**config.mk**
```make
export PLATFORM = sky130hd
export DESIGN_NAME = dmem_port_arbiter
export DESIGN_NICKNAME = d
export VERILOG_FILES = /design/src/rtl/dmem_port_arbiter.sv
export SDC_FILE = /design/constraint.sdc
export NUM_CORES = 1
export LEC_CHECK = 0
export ABC_CLOCK_PERIOD_IN_PS = 2100
export CORE_AREA = 2 2 112 114
export CTS_CLUSTER_SIZE = 28
export DETAILED_ROUTE_END_ITERATION = 8
export DIE_AREA = 0 0 114 116
export PLACE_DENSITY = 0.6
export SLEW_MARGIN = 10
export SYNTH_ARGS = -nofsm -noshare
export SYNTH_HDL_FRONTEND = slang
export SYNTH_SLANG_ARGS = --single-unit
```
**constraint.sdc**
```tcl
create_clock -name clk -period 2.1 [get_ports clk]
set_input_delay 0.63 -clock clk [delete_from_list [all_inputs] [get_ports clk]]
set_output_delay 0.63 -clock clk [all_outputs]
set_load 0.05 [all_outputs]
```
**src/rtl/dmem_port_arbiter.sv**
```systemverilog
// Arbitrates the single-ported data memory between FU loads and committed LSQ stores.
// mem_st_lsq = {addr[31:0], ps2_data[31:0], sw_sh_signal}. Define DMEM_ARB_STATS_EN for counters.
module dmem_port_arbiter #(
  parameter int unsigned TAG_W      = 7,
  parameter int unsigned RD_LAT     = 2,
  parameter int unsigned STARVE_MAX = 4
) (
  input  logic             clk,
  input  logic             reset,
  input  logic             flush,
  input  logic             ld_req_valid,
  output logic             ld_req_ready,
  input  logic [31:0]      ld_addr,
  input  logic [2:0]       ld_func3,
  input  logic [TAG_W-1:0] ld_tag,
  input  logic             st_req_valid,
  output logic             st_req_ready,
  input  logic [31:0]      st_addr,
  input  logic [31:0]      st_data,
  input  logic             st_is_half,
  output logic             mem_ld_issue,
  output logic [31:0]      mem_addr,
  output logic [2:0]       mem_func3,
  output logic             mem_st_wb,
  output logic [64:0]      mem_st_lsq,
  input  logic [31:0]      mem_rdata,
  input  logic             mem_rvalid,
  output logic             ld_resp_valid,
  output logic [31:0]      ld_resp_data,
  output logic [TAG_W-1:0] ld_resp_tag,
  output logic             busy
`ifdef DMEM_ARB_STATS_EN
  ,
  output logic [31:0]      stat_loads,
  output logic [31:0]      stat_stores,
  output logic [31:0]      stat_starve_forces
`endif
);

  localparam int unsigned CntW = (STARVE_MAX > 1) ? $clog2(STARVE_MAX) : 1;

  typedef enum logic [0:0] {StPri, StLdPri} state_e;

  state_e                        state_q, state_d;
  logic [CntW-1:0]               starve_cnt_q, starve_cnt_d;
  logic [RD_LAT-1:0]             pipe_valid_q, pipe_valid_d;
  logic [RD_LAT-1:0]             pipe_issued_q, pipe_issued_d;
  logic [RD_LAT-1:0]             pipe_ok_q, pipe_ok_d;
  logic [RD_LAT-1:0][TAG_W-1:0]  pipe_tag_q, pipe_tag_d;

  logic ld_grant, st_grant, func3_ok;

  assign func3_ok = (ld_func3 == 3'b100) || (ld_func3 == 3'b010);

  // Stores win by default; a starved load gets one forced grant. Flush blocks new loads.
  always_comb begin
    ld_grant = 1'b0;
    st_grant = 1'b0;
    if (!reset) begin
      if (state_q == StLdPri) begin
        ld_grant = ld_req_valid & ~flush;
        st_grant = st_req_valid & ~ld_grant;
      end else begin
        st_grant = st_req_valid;
        ld_grant = ld_req_valid & ~st_req_valid & ~flush;
      end
    end
  end

  always_comb begin
    state_d      = state_q;
    starve_cnt_d = starve_cnt_q;
    if (!ld_req_valid || ld_grant) begin
      state_d      = StPri;
      starve_cnt_d = '0;
    end else if (state_q == StPri) begin
      if (starve_cnt_q == CntW'(STARVE_MAX - 1)) begin
        state_d      = StLdPri;
        starve_cnt_d = '0;
      end else begin
        starve_cnt_d = starve_cnt_q + CntW'(1);
      end
    end
  end

  // pipe_issued mirrors pipe_valid but survives flush: memory still answers squashed loads.
  always_comb begin
    pipe_valid_d  = pipe_valid_q;
    pipe_issued_d = pipe_issued_q;
    pipe_ok_d     = pipe_ok_q;
    pipe_tag_d    = pipe_tag_q;
    for (int unsigned i = 1; i < RD_LAT; i++) begin
      pipe_valid_d[i]  = pipe_valid_q[i-1];
      pipe_issued_d[i] = pipe_issued_q[i-1];
      pipe_ok_d[i]     = pipe_ok_q[i-1];
      pipe_tag_d[i]    = pipe_tag_q[i-1];
    end
    pipe_valid_d[0]  = ld_grant;
    pipe_issued_d[0] = ld_grant;
    pipe_ok_d[0]     = func3_ok;
    pipe_tag_d[0]    = ld_tag;
    if (flush) pipe_valid_d = '0;
  end

  always_ff @(posedge clk) begin
    if (reset) begin
      state_q       <= StPri;
      starve_cnt_q  <= '0;
      pipe_valid_q  <= '0;
      pipe_issued_q <= '0;
      pipe_ok_q     <= '0;
      pipe_tag_q    <= '0;
    end else begin
      state_q       <= state_d;
      starve_cnt_q  <= starve_cnt_d;
      pipe_valid_q  <= pipe_valid_d;
      pipe_issued_q <= pipe_issued_d;
      pipe_ok_q     <= pipe_ok_d;
      pipe_tag_q    <= pipe_tag_d;
    end
  end

  always_comb begin
    ld_req_ready  = ld_grant;
    st_req_ready  = st_grant;
    mem_ld_issue  = ld_grant;
    mem_addr      = ld_grant ? ld_addr : '0;
    mem_func3     = ld_grant ? ld_func3 : '0;
    mem_st_wb     = st_grant;
    mem_st_lsq    = st_grant ? {st_addr, st_data, st_is_half} : '0;
    ld_resp_valid = ~reset & ~flush & pipe_valid_q[RD_LAT-1] & mem_rvalid;
    ld_resp_data  = (ld_resp_valid && pipe_ok_q[RD_LAT-1]) ? mem_rdata : '0;
    ld_resp_tag   = ld_resp_valid ? pipe_tag_q[RD_LAT-1] : '0;
    busy          = ~reset & ((|pipe_valid_q) | st_req_valid);
  end

  a_one_grant : assert property (@(posedge clk) !(ld_req_ready && st_req_ready));
  a_rvalid_match : assert property (@(posedge clk) disable iff (reset)
    mem_rvalid == pipe_issued_q[RD_LAT-1]);

`ifdef DMEM_ARB_STATS_EN
  logic [31:0] stat_loads_q, stat_loads_d;
  logic [31:0] stat_stores_q, stat_stores_d;
  logic [31:0] stat_forces_q, stat_forces_d;

  function automatic logic [31:0] sat_inc(input logic [31:0] v, input logic en);
    return (en && (v != '1)) ? v + 32'd1 : v;
  endfunction

  always_comb begin
    stat_loads_d  = sat_inc(stat_loads_q, ld_grant);
    stat_stores_d = sat_inc(stat_stores_q, st_grant);
    stat_forces_d = sat_inc(stat_forces_q, (state_q == StPri) && (state_d == StLdPri));
  end

  always_ff @(posedge clk) begin
    if (reset) begin
      stat_loads_q  <= '0;
      stat_stores_q <= '0;
      stat_forces_q <= '0;
    end else begin
      stat_loads_q  <= stat_loads_d;
      stat_stores_q <= stat_stores_d;
      stat_forces_q <= stat_forces_d;
    end
  end

  assign stat_loads         = stat_loads_q;
  assign stat_stores        = stat_stores_q;
  assign stat_starve_forces = stat_forces_q;
`endif

endmodule

```
# Word level (Yosys, flattened, before mapping)
# Cells that the tools add are included.
dict set report totals {
  ff_bits 21
  latchBits 0
  ram_bits 0
  mem_bits_ro 0
  in_bits 145
  out_inout_bits 145
  elab_cells 42
  n_memories 0
}
dict set report op_classes {
  add_sub_neg 1
  mul 0
  div_mod_pow 0
  order_cmp 0
  eq_ne 3
  shift 0
  n_mux 12
  n_bitwise 13
  n_reduce_logical 7
}
# operator count
set ops {}
lappend ops {{$mux W65} 1}
lappend ops {{$mux W32} 2}
lappend ops {{$and A1 B1 Y1} 8}
lappend ops {{$mux W7} 1}
lappend ops {{$mux W1} 6}
lappend ops {{$reduce_or A2 Y1} 3}
lappend ops {{$not A1 Y1} 4}
lappend ops {{$eq A3 B2 Y1 const B} 1}
lappend ops {{$eq A3 B3 Y1 const B} 1}
lappend ops {{$mux W3} 1}
lappend ops {{$add A2 B1 Y2 const B} 1}
lappend ops {{$eq A2 B2 Y1 const B} 1}
lappend ops {{$logic_or A1 B1 Y1} 2}
lappend ops {{$mux W2} 1}
lappend ops {{$logic_and A1 B1 Y1} 1}
lappend ops {{$logic_not A1 Y1} 1}
lappend ops {{$or A1 B1 Y1} 1}

# Logic depth before layout (Yosys ltp)
dict set report logic_depth {
  word_depth 7
  depth_mapped 5
  depth_no_buf 3
}

# Least setup slack after synthesis
# Ideal clock, no wire load.
dict set report synth_timing {
  kind {in2out}
  startpoint {input flush}
  endpoint {output mem_addr[0]}
  t_arrival_ps 2321
  required_ps 1470
  slack_ps -851
  path_stages 3
  path_buffers 1
  cell_sequence {or3b_1 > buf_6 > nor3b_1}
}
dict set report synth_between {
  elab_chain_len 5
  word_cells_on_any_way 6
  cone_classes {mux: 3; bitwise: 3}
}
# item line
set synth_lines {}
lappend synth_lines {{start: declaration} 10} ;# input logic flush,
lappend synth_lines {{$not A1 Y1 (*)} {61, 65}}
lappend synth_lines {{$and A1 B1 Y1, on equally long branches} {65, 61}}
lappend synth_lines {{$mux W1 (*)} 60} ;# if (state_q == StLdPri) begin
lappend synth_lines {{$mux W1 (*)} 59} ;# if (!reset) begin
lappend synth_lines {{$mux W32 (*)} 127} ;# mem_addr = ld_grant ? ld_addr : '0;
lappend synth_lines {{end: declaration} 22} ;# output logic [31:0] mem_addr,
# Every way passes the cells marked *; elsewhere a longest branch is shown, timed or not.

# Final worst setup path
dict set report layout_timing {
  startpoint {input reset}
  endpoint {output mem_addr[4]}
}
dict set report layout_between {
  elab_chain_len 2
}
# item line
set layout_lines {}
lappend layout_lines {{start: declaration} 9} ;# input logic reset,
lappend layout_lines {{$mux W1} 59}
lappend layout_lines {{$mux W32} 127}
# No other way between the ends.

==> impl_metrics.toml <==
[routing]
wire_per_inst_microns = 18.02
routed_wl_microns = 12510
vias = 2992
drc_errors = 0
firstDrtPassIters = 4
detail-route-antenna-nets = 0
routed_via_density = 4.311
dr.first_iter.drc_count = 89

[sta]
rsz0062_at_grt = "yes"
skew_ns = 0.001397
setup_ws_ns = -0.3500
finalCriticalPeriod_ns = 2.450
period_share = 1.167
hold_viol = 0
fmax_mhz = 408.2
fin_setup_tns_ns = -34.46
maxSlewHeadroom = 0.7762
tightest_slew_ns = 0.3357
finalMaxSlewViolations = 0
whs_ns = 0.4390
setup_viol = 144

[logic_synthesis]
ys.warnings.count = 0
ys_ff_latch = 21
synthTopCellsByArea = "nor3b_1 (27%), dfxtp_1 (21%), nor3b_2 (17%), and3_1 (9.9%), nor2b_1 (4.9%)"
avgSynthCellArea_sq_um = 8.758
synth_cell_types = 27
yosysTopAreaCell = "nor3b_1"
ys_seq_area_frac = 0.2069
syn_inst = 232
syn_area_sq_um = 2032
syn_nets = 378
yosysTopAreaCellShare = 0.2697

[clocking]
clockBufferDepth = 2
clock-root-buffer = "clkbuf_16"
clk_pin_slew_ns = 0.05
tritoncts = "yes"
htreeDepth = 1
holdBufCountCts = 0
cts_buffers = 3
clkSinkCount = 21
worstSkewPairLatency_ns = 0.25

[pwr]
combPwrFrac = 0.587
ir_worst_vdd_v = 0.0003516
power.total_mw = 1.975
sw_frac_of_total = 0.3258
power_density_nw_per_um2 = 241.1
internal-power_mw = 1.332
switchingPower_mw = 0.6434
p_seq_frac = 0.213
leakagePower_nw = 3.091
clkPwrFrac = 0.200

[placed_design]
port_buffers = 289
dp.cells = 670
pre_cts_ws_ns = -0.7756
dp_hpwl_microns = 9665
dpl_cell_area_sq_um = 7402
gp_congestion = 0.7741

[run]
drv_cap = 0

[global_routing]
met3_usage = 0.05701
busiest_layer = "met2"
use_met2 = 0.3464
grt.total_usage = 0.1810
grtUsageMet1 = 0.2021
antenna_found_initial = 0
grt_overflow = 0
grt_max_degree = 33
grt_pass1_wl_microns = 18750
grt_pass1_vias = 3279

[floorplan]
core_area_sq_um = 11910
num_rows = 40
start_util = 0.1706
die_h_microns = 116
die-area_sq_um = 13220
pin_count = 290
die_x_microns = 114

[setup_path]
worstPathMaxFanout = 8
reg2reg_from = "state_q"
cp-start-kind = "input port"
slowest_stage = "or3b_4"
cp_cell_sequence = "buf_8 -> or3b_4 -> buf_12 -> nor3b_4 -> buf_12"
end_kind = "output port"
cp_top_family = "simple AND/OR/NAND/NOR gates"
cp_data_arrival_time_ns = 1.82
path_buf_inv = 3
crit_top_cell = "buf_12"
crit_type = "in2out"
startpoint = "reset"
slowest_delay_ns = 0.47
critical_path_required_ns = 1.47

[final_layout]
layout.nets = 694
design_area_sq_um = 8192
final_cell_mix = "clkdlybuf4s50_1 (139), buf_12 (131), nor3b_4 (99)"
area_growth_pct = 303.1
multi_input_area_sq_um = 2596
nFillCells = 796
stdcell_count = 694
final-seq-area_sq_um = 420.4
drive_gt1_frac = 0.6508
final_common_cell = "clkdlybuf4s50_1"
antenna_cells = 0
fin_util = 0.6877

[min_path]
min_path_type = "reg2reg"
hold_start = "pipe_ok_q[0]"

[run_status]
violations = "negative setup slack"
status = "finished with violations"
[power groups by stage]
stage / Sequential, mW / Combinational (mW) / Clock (mW)
final: 0.420 / 1.16 / 0.395
after global routing: 0.422 / 1.21 / 0.423
after CTS: 0.420 / 1.16 / 0.404
after detailed placement: 0.428 / 1.10 / 0
after global placement: 0.427 / 1.09 / 0
after floorplan: 0.427 / 0.554 / 0
[sequential cells by signal, summed over array words and instances (netlist names)]
register,count
pipe_tag_d,7
pipe_ok_q,2
state_q,1
starve_cnt_q,2
pipe_tag_q,7
pipe_valid_q,2
[metal layers]
layer	wire [microns]	share of wire
met1	4445	0.36
met2	6934	0.55
met3	1043	0.083
met4	82	0.0066
met5	0	0
[Yosys cell counts (all sizes together)]
library cell and instances:
clkbuf 12, buf 21, nor2b 16, xnor2 1
nand2 1, and3b 1, and2 7, nor3b 101
and3 32, dfxtp 21, a221oi 1, ha 1
and4bb 1, nor3 2, mux2i 1, or3b 1
nand2b 3, or3 1, inv 1, nor2 5
a211oi 2
[final cells by class]
class	instances	area share
repair buffers	343	0.5991
multi-input cells	178	0.3169
flip-flops and latches	21	0.05132
well taps	147	0.02245
clock buffers	3	0.009164
clock inverters	1	0.0006110
inverters	1	0.0004582
[final timing paths]
check,slack [ns],to,cells past startpoint
max,-0.35,mem_addr[4],5
min,0.44,pipe_ok_q[1],1
max reg2reg,0.87,starve_cnt_q[0],3
min reg2reg,0.44,pipe_ok_q[1],1
[repair_timing]
| item | in CTS | in global routing |
|---|---|---|
| endpoints found under the setup margin | 145 | 144 |
| pin swaps | 59 | 22 |
| resized for setup | 123 | 10 |
| buffers inserted | 8 | 6 |
| cloned | 12 | 0 |
[logic make-up after synthesis]
family                     count (synthesis)  synth area share
muxes                                      1          0.004926
DFF                                       21            0.2069
adders and majority gates                  1          0.006157
buffers and inverters                     34            0.1108
xor gates and xnor gates                   1          0.004311
and+or+nand+nor                          171            0.6552
AOI/OAI and AO/OA                          3           0.01170
Note: power is estimated with default switching activity, not from simulation.
